--- src/rtl/alu_seq_ctrl.sv ---
`default_nettype none
// ============================================================================
// Module      : alu_seq_ctrl
// Description : Sequenced ALU controller. Splits shifts into by8/by2/by1
//               primitive steps and holds the multiply code for MUL_CYCLES.
// Revision    : 1.0 - initial release
// ============================================================================
module alu_seq_ctrl #(
    parameter int                CTRL_W     = 6,
    parameter int                SHAMT_W    = 5,
    parameter int                MUL_CYCLES = 4,
    parameter logic [CTRL_W-1:0] NOP_CODE   = 'h0
) (
    input  logic               clk,
    input  logic               reset,
    input  logic               inValid,
    output logic               inReady,
    input  logic [4:0]         ALUop,
    input  logic [5:0]         functionCode,
    input  logic [SHAMT_W-1:0] Shamt,
    input  logic               hold,
    output logic               stepValid,
    output logic [CTRL_W-1:0]  ALUctrl,
    output logic               useFeedback,
    output logic               last
);

    typedef enum logic [1:0] {
        IDLE   = 2'd0,
        SHIFT  = 2'd1,
        MUL    = 2'd2,
        SINGLE = 2'd3
    } state_t;

    localparam int MUL_W = (MUL_CYCLES > 1) ? $clog2(MUL_CYCLES + 1) : 1;

    state_t              state;
    logic [SHAMT_W-1:0]  cnt8;
    logic [1:0]          cnt2;
    logic                cnt1;
    logic [CTRL_W-1:0]   sh_base;
    logic [MUL_W-1:0]    mul_left;

    logic                accept;
    state_t              dec_state;
    logic [CTRL_W-1:0]   dec_code;
    logic [CTRL_W-1:0]   dec_base;

    logic [SHAMT_W-1:0]  n8, nx8;
    logic [1:0]          n2, nx2;
    logic                n1, nx1;
    logic [CTRL_W-1:0]   base;
    logic [CTRL_W-1:0]   sh_code;
    logic                sh_last;

    assign inReady = !hold && (state == IDLE || last);
    assign accept  = inValid && inReady;

    // Operation decode; shifts carry the by8 primitive code as their base.
    always_comb begin
        dec_state = SINGLE;
        dec_code  = NOP_CODE;
        dec_base  = CTRL_W'('hC);
        case (ALUop)
            5'd0: dec_code = CTRL_W'('h2);
            5'd1: dec_code = CTRL_W'('h6);
            5'd3: dec_code = CTRL_W'('h3);
            5'd4: dec_code = CTRL_W'('h0);
            5'd5: dec_code = CTRL_W'('h1);
            5'd6: dec_code = CTRL_W'('h4);
            5'd7: dec_code = CTRL_W'('h7);
            5'd8: dec_code = CTRL_W'('h8);
            5'd9: dec_code = CTRL_W'('h9);
            5'd2: begin
                case (functionCode)
                    6'h00: begin
                        dec_base  = CTRL_W'('hC);
                        dec_state = (Shamt == '0) ? SINGLE : SHIFT;
                    end
                    6'h02: begin
                        dec_base  = CTRL_W'('hF);
                        dec_state = (Shamt == '0) ? SINGLE : SHIFT;
                    end
                    6'h03: begin
                        dec_base  = CTRL_W'('h12);
                        dec_state = (Shamt == '0) ? SINGLE : SHIFT;
                    end
                    6'h19: begin
                        dec_state = MUL;
                        dec_code  = CTRL_W'('h13);
                    end
                    6'h20: dec_code = CTRL_W'('h2);
                    6'h21: dec_code = CTRL_W'('h3);
                    6'h23: dec_code = CTRL_W'('h6);
                    6'h24: dec_code = CTRL_W'('h0);
                    6'h25: dec_code = CTRL_W'('h1);
                    6'h26: dec_code = CTRL_W'('h4);
                    6'h2A: dec_code = CTRL_W'('h7);
                    6'h2B: dec_code = CTRL_W'('h8);
                    6'h30: dec_code = CTRL_W'('h14);
                    default: dec_code = NOP_CODE;
                endcase
            end
            default: dec_code = NOP_CODE;
        endcase
    end

    // Next shift step: counters hold the steps still owed after the current one.
    always_comb begin
        n8   = accept ? (Shamt >> 3) : cnt8;
        n2   = accept ? Shamt[2:1]   : cnt2;
        n1   = accept ? Shamt[0]     : cnt1;
        base = accept ? dec_base     : sh_base;
        nx8  = n8;
        nx2  = n2;
        nx1  = n1;
        if (n8 != '0) begin
            sh_code = base;
            nx8     = n8 - SHAMT_W'(1);
        end else if (n2 != 2'd0) begin
            sh_code = base - CTRL_W'(1);
            nx2     = n2 - 2'd1;
        end else begin
            sh_code = base - CTRL_W'(2);
            nx1     = 1'b0;
        end
        sh_last = (nx8 == '0) && (nx2 == 2'd0) && !nx1;
    end

    always_ff @(posedge clk) begin
        if (reset) begin
            state       <= IDLE;
            stepValid   <= 1'b0;
            ALUctrl     <= NOP_CODE;
            useFeedback <= 1'b0;
            last        <= 1'b0;
            cnt8        <= '0;
            cnt2        <= 2'd0;
            cnt1        <= 1'b0;
            sh_base     <= CTRL_W'('hC);
            mul_left    <= '0;
        end else if (!hold) begin
            if (accept) begin
                state       <= dec_state;
                stepValid   <= 1'b1;
                useFeedback <= 1'b0;
                case (dec_state)
                    SHIFT: begin
                        ALUctrl <= sh_code;
                        last    <= sh_last;
                        cnt8    <= nx8;
                        cnt2    <= nx2;
                        cnt1    <= nx1;
                        sh_base <= dec_base;
                    end
                    MUL: begin
                        ALUctrl  <= dec_code;
                        last     <= (MUL_CYCLES == 1);
                        mul_left <= MUL_W'(MUL_CYCLES - 1);
                    end
                    default: begin
                        ALUctrl <= dec_code;
                        last    <= 1'b1;
                    end
                endcase
            end else if (state == IDLE || last) begin
                state       <= IDLE;
                stepValid   <= 1'b0;
                ALUctrl     <= NOP_CODE;
                useFeedback <= 1'b0;
                last        <= 1'b0;
            end else if (state == SHIFT) begin
                ALUctrl     <= sh_code;
                useFeedback <= 1'b1;
                last        <= sh_last;
                cnt8        <= nx8;
                cnt2        <= nx2;
                cnt1        <= nx1;
            end else begin
                mul_left <= mul_left - MUL_W'(1);
                last     <= (mul_left == MUL_W'(1));
            end
        end
    end

endmodule
`default_nettype wire

--- config.mk ---
export PLATFORM = sky130hd
export DESIGN_NAME = alu_seq_ctrl
export DESIGN_NICKNAME = d
export VERILOG_FILES = /design/src/rtl/alu_seq_ctrl.sv
export SDC_FILE = /design/constraint.sdc
export NUM_CORES = 1
export LEC_CHECK = 0
export ABC_CLOCK_PERIOD_IN_PS = 8300
export BUFFER_PORTS_ARGS = -buffer_cell sky130_fd_sc_hd__buf_2
export CORE_MARGIN = 2
export CORE_UTILIZATION = 45
export CTS_BUF_LIST = sky130_fd_sc_hd__clkbuf_2
export CTS_CLUSTER_DIAMETER = 150
export CTS_CLUSTER_SIZE = 25
export DETAILED_ROUTE_END_ITERATION = 16
export PLACE_DENSITY = 0.74
export SYNTH_ARGS = -nofsm -noshare
export SYNTH_HDL_FRONTEND = slang
export SYNTH_SLANG_ARGS = --single-unit
--- constraint.sdc ---
create_clock -name clk -period 8.3 [get_ports clk]
set_clock_uncertainty 0.05 [all_clocks]
set_input_delay 2.49 -clock clk [delete_from_list [all_inputs] [get_ports clk]]
set_output_delay 2.49 -clock clk [all_outputs]
set_load 0.02 [all_outputs]
After elaboration in Yosys (flattened, before gate mapping)
Index checks and enable logic that the tools add are counted.

storage, ports and cells
  logic and storage cells = 116
  input bits = 20
  flip-flop bits (word level) = 28

operators by class
  bitwise gates (word level) = 1
  $add $sub $neg = 5
  muxes and demuxes = 49
  reductions and logical operators = 24
  eq/ne operators = 27

operators by type and width
  operator                                             number
  one-hot mux 5 bit (9 select lines)                   2
  equality test 6 bit, second input constant           8
  2-to-1 mux 6 bit                                     7
  2-to-1 mux 5 bit                                     7
  2-to-1 mux 2 bit                                     11
  equality test 5 x 3 -> 1 bit, second input constant  3
  logical NOT 5 bit                                    3
  2-to-1 mux 1 bit                                     15
  equality test 6 x 2 -> 1 bit, second input constant  2
  2-to-1 mux 3 bit                                     4
  equality test 5 x 2 -> 1 bit, second input constant  2
  equality test 5 x 4 -> 1 bit, second input constant  2
  one-hot mux 5 bit (2 select lines)                   1
  AND reduction 4 bit                                  2
  equality test 6 x 5 -> 1 bit, second input constant  1
  logical NOT 6 bit                                    1
  nonzero test 2 bit                                   3
  subtractor 6 x 1 -> 6 bit, second input constant     1
  subtractor 6 x 2 -> 6 bit, second input constant     1
  equality test 5 x 1 -> 1 bit, second input constant  1
  nonzero test 5 bit                                   1
  subtractor 5 x 1 -> 5 bit, second input constant     1
  equality test 2 x 1 -> 1 bit, second input constant  2
  logical AND 1 bit                                    4
  other kinds (16)                                     21

Depth between registers and ports, before layout
  depth after elaboration = 14
  gate-level depth with buffers = 12
  gate-level depth less buffers = 10

Worst setup path after synthesis
OpenSTA, ideal clock, no wires.

  path kind = input to register
  from = input hold
  to = register ALUctrl[4]
  setup slack = 2.884 ns
  cell stages on the path = 12
  path buffers = 2
  setup time = 0.137 ns
  data arrival time = 5.230 ns
  cells stage by stage = nand2b_1 -> nor2_1 -> clkbuf_1 -> mux2i_1 -> ha_1 -> buf_2 -> nor4b_1 -> a31oi_1 -> a211o_1 -> a21o_1 -> a31oi_1 -> a211oi_1

between the ends
  longest elaborated chain between the ends = 10

RTL lines
  what                                                     line      source
  start, declared                                          21        input logic hold,
  logical NOT 1 bit                                        --
  logical AND 1 bit                                        56        assign inReady = !hold && (state == IDLE || last);
  logical AND 1 bit                                        57        assign accept = inValid && inReady;
  2-to-1 mux 6 bit or 2-to-1 mux 2 bit (tied branches)     113, 111
  subtractor 6 x 2 -> 6 bit, or another cell as far along  124       sh_code = base - CTRL_W'(2);
  2-to-1 mux 6 bit                                         120       end else if (n2 != 2'd0) begin
  2-to-1 mux 6 bit                                         117       if (n8 != '0) begin
  2-to-1 mux 6 bit                                         172       end else if (state == SHIFT) begin
  2-to-1 mux 6 bit                                         166       end else if (state == IDLE || last) begin
  2-to-1 mux 6 bit                                         143       if (accept) begin
  end signal, assigned                                     149       ALUctrl <= sh_code;
  end signal, assigned                                     162       ALUctrl <= dec_code;
  end signal, assigned                                     173       ALUctrl <= sh_code;
  end, declared                                            23        output logic [CTRL_W-1:0] ALUctrl,

Parallel ways exist; a longest one is shown, timed or not. The select of a mux whose other input is x is not followed.
A chain may end at the register's enable or synchronous reset.

Worst setup path in the final report
  from = input hold
  to = output inReady

between the ends
  longest elaborated chain between the ends = 2

RTL lines
  what               line  source
  logical NOT 1 bit  --
  logical AND 1 bit  56
  end, declared      17    output logic inReady,

No other way between the ends.

==> reports/summary.md <==
The critical path in this run is classified as in2out. Buffers inserted during clock tree synthesis total 3. The core occupancy in the finished layout is 49.15%. Maximum buffer depth of the clock tree: 2.

The tools report the number of nets in the final layout as 348. TritonCTS built the clock tree. For this run the aggregate overflow at the end of global routing stands at 0. The die covers 0.005693 mm². Counting I/O delays and the setup requirement, the final critical path takes 5.685 ns.

The initial detailed-routing violation count is 290. Entering global routing, the biggest net connects 31 pins. The synthesized design contains 26 register bits. The number of enable flip-flop cells after synthesis came out at 0. The critical path goes through buf_2 -> nand2b_1 -> inv_1 -> buf_2. The slowest stage of the critical path is the sky130_fd_sc_hd__nand2b_1 cell. In this run the count of I/O pins placed on the die edge is 30. STA classifies the critical path endpoint as an output pin. The standard cell core area is 0.005010 mm², and the maximum level of the CTS H-tree is 1.

Compared with the post-synthesis result, the final layout area differs by 7.189%. In this run, post-CTS hold repair placed 0 buffers. Dividing the detail-routed wire length by the instance count gives 15.94 µm. The path class of the tightest hold or removal check is reg2reg. In the synthesized netlist the async set-or-reset flop fraction comes to 0%. The worst reg-to-reg path cell count is 11.

Yosys attributes the largest share of cell area to sky130_fd_sc_hd__dfxtp_1 (23%), sky130_fd_sc_hd__nor2_1 (5.4%), sky130_fd_sc_hd__a21oi_1 (4.8%). The run gives 2,353 as the routed via count. Setup repair after global routing left no endpoint under its margin. Most common cell in the synthesized netlist: sky130_fd_sc_hd__nor2_1. The post-route clock period utilization is 68.50%, and the achievable clock frequency is 175.9 MHz. Headroom to the max-slew limit came out at 40.75%. The predominant post-synthesis flop cell was sky130_fd_sc_hd__dfxtp_1.

For this run, the total global-route usage over all layers was measured as 23.07%. The post-CTS resize count is 0. The tools report the global-route wire length before repair as 10,370 µm. Counting distinct cell types in the post-synthesis netlist gives 67.

The count of buffers added on input and output ports is 29. After routing, the total negative slack on setup checks comes to 0 ns. By count the netlist is led by sky130_fd_sc_hd__nor2_1 (33), sky130_fd_sc_hd__dfxtp_1 (26), sky130_fd_sc_hd__a21oi_1 (22), sky130_fd_sc_hd__nand2_1 (22).

The actual slew at the worst max-slew pin is 0.8854 ns, and the effective utilization at floorplan is 45.85%. Setup violations remaining at the end of the flow were counted as 0. The net count of the mapped netlist was 333. Kind of start point of the critical path: an input pin. The number of pins with negative max-slew slack in the final report was 0; the signal arrival time at the worst endpoint was 3.15 ns.

The detail route stage leaves a number of antenna-violating nets equal to 0. The HPWL after detailed placement is 4569 µm. Fraction of post-synthesis cell area in the top cell type by area: 22.66%. Across the VDD grid, the largest voltage drop is 97.60 µV. The area of the mapped netlist came out at 0.002297 mm². The clock drives 26 sinks.

For the total inserted antenna cells, the log shows 0. The initial antenna violation count was 0; the worst path required time was 5.76 ns. Yosys printed 0 warnings. The critical path's most frequent cell was sky130_fd_sc_hd__buf_2. The synthesized netlist cell count was 305.

In this run the worst path has a maximum fanout of 8. At the later pin of the worst-skew pair, clock insertion delay measures 0.38 ns. CTS placed an instance of sky130_fd_sc_hd__clkbuf_2 at the clock tree root. After detailed routing, the number of vias per cell comes to 6.064. Along the worst hold path, the cell count comes to 2. Cell type with the highest aggregate area in the netlist: sky130_fd_sc_hd__dfxtp_1. For this run, the slowest stage of the critical path takes 0.24 ns.

After clock tree synthesis, the clock-pin slew on the worst setup and hold paths is 0.26 ns. Dividing total power by cell area gives a power density of 112.6 mW/mm². The number of global-route vias before repair is 2,157, and the iteration count of the initial detailed-routing pass is 5. The chip height works out to 75.45 µm. For this design the static power due to leakage is 0.8556 nW. Post-CTS timing repair inserted 0 buffers for setup.

The flow ran to the end, and the final reports show no timing, DRC or antenna violations. After detailed routing, the total wire length is 6185 µm. The overall die width came out at 75.45 µm.

After floorplanning, the core was divided into 26 placement rows. Cells with a size suffix above 1 make up 16.67% of the layout. Sequential cells were found to cover 22.66% of the synthesized design area.

Max-cap violations in this run came to 0. At the end of routability-driven placement, the weighted congestion stood at 1.022. Each instance of the synthesized netlist takes up on average 7.532 µm². The number of endpoints with negative hold slack in the final report is 0, and the number of DRC violations after detailed routing is 0.
==> flip-flops by register name, summed over array words and instances, names as in the netlist <==
register     flops
ALUctrl          6
cnt8             5
sh_base          4
mul_left         3
cnt2             2
state            2
cnt1             1
last             1
stepValid        1
useFeedback      1
==> worst max-delay path: cells and delay by family <==
| kind | cells | cell delay, ns |
|---|---|---|
| buffers and inverters | 3 | 0.41 |
| and+or+nand+nor | 1 | 0.24 |
==> stage by stage <==
step | instance area, µm² | setup WS, ns | power [mW] | instances | hold slack [ns]
after CTS | 2462 | 2.605 | 0.2772 | 388 | 0.4196
after floorplan | 2297 | 2.884 | 0.2040 | 305 | 0.3784
after global routing | 2462 | 2.451 | 0.2931 | 388 | 0.4559
after global placement | 2447 | 2.482 | 0.2263 | 385 | 0.3878
after detailed placement | 2447 | 2.340 | 0.2280 | 385 | 0.3919
final | 2462 | 2.615 | 0.2773 | 388 | 0.4156
==> layer usage <==
metal,vias up,global-route usage [%],part of all wire [%]
met5,-,0,0
met4,0,4.678,1.6
met3,14,3.307,7.4
met2,100,36.52,46
met1,1088,33.52,45
li1,1151,-,-
==> area by class of cell <==
| type | instances | area [µm²] |
|---|---|---|
| sequential | 26 | 520.5 |
| tap | 70 | 87.58 |
| inverter | 15 | 56.30 |
| fill | 549 | 2547 |
| timing repair buffer | 30 | 152.6 |
| multi-input combinational | 244 | 1630 |
| clock buffer | 3 | 15.01 |
==> cells by family after synthesis <==
| kind of cell | count (synthesis) | synth area share, % |
|---|---|---|
| flip-flops | 26 | 22.66 |
| XOR/XNOR | 5 | 1.906 |
| AND/OR/NAND/NOR | 130 | 33.01 |
| multiplexers | 8 | 3.486 |
| buffers and inverters | 35 | 6.373 |
| adder cells (fa/ha/maj) | 8 | 4.357 |
| AO/OA/AOI/OAI | 93 | 28.21 |
==> power breakdown <==
group,switching (mW),leakage [nW],internal (mW)
registers,0.00424,0.211,0.130
logic,0.0597,0.632,0.0335
clock network,0.0400,0.0125,0.00981
total,0.104,0.856,0.173
==> worst paths after layout <==
check,start,end,slack (ns)
setup reg to reg,last,ALUctrl[4],4.53
hold / removal,ALUctrl[5],ALUctrl[5],0.42
hold reg to reg,ALUctrl[5],ALUctrl[5],0.42
setup / recovery,hold,inReady,2.61
==> layout by cell type (no fill, tap or decap), types with 4 or more instances in the layout <==
cell type and count:
sky130_fd_sc_hd__dfxtp_1 26, sky130_fd_sc_hd__xnor2_1 5, sky130_fd_sc_hd__a31oi_1 7, sky130_fd_sc_hd__ha_1 8
sky130_fd_sc_hd__nand3_1 11, sky130_fd_sc_hd__o21bai_1 5, sky130_fd_sc_hd__nand2_1 22, sky130_fd_sc_hd__nor3b_1 7
sky130_fd_sc_hd__buf_2 29, sky130_fd_sc_hd__nor3_1 4, sky130_fd_sc_hd__nand2b_1 10, sky130_fd_sc_hd__a21oi_1 22
sky130_fd_sc_hd__mux2i_1 8, sky130_fd_sc_hd__nor2_1 33, sky130_fd_sc_hd__o21ai_0 15, sky130_fd_sc_hd__nor2b_1 4
sky130_fd_sc_hd__nand4_1 4, sky130_fd_sc_hd__or3_1 4, sky130_fd_sc_hd__a211oi_1 6, sky130_fd_sc_hd__inv_1 15
Note: power is estimated with default switching activity, not from simulation.
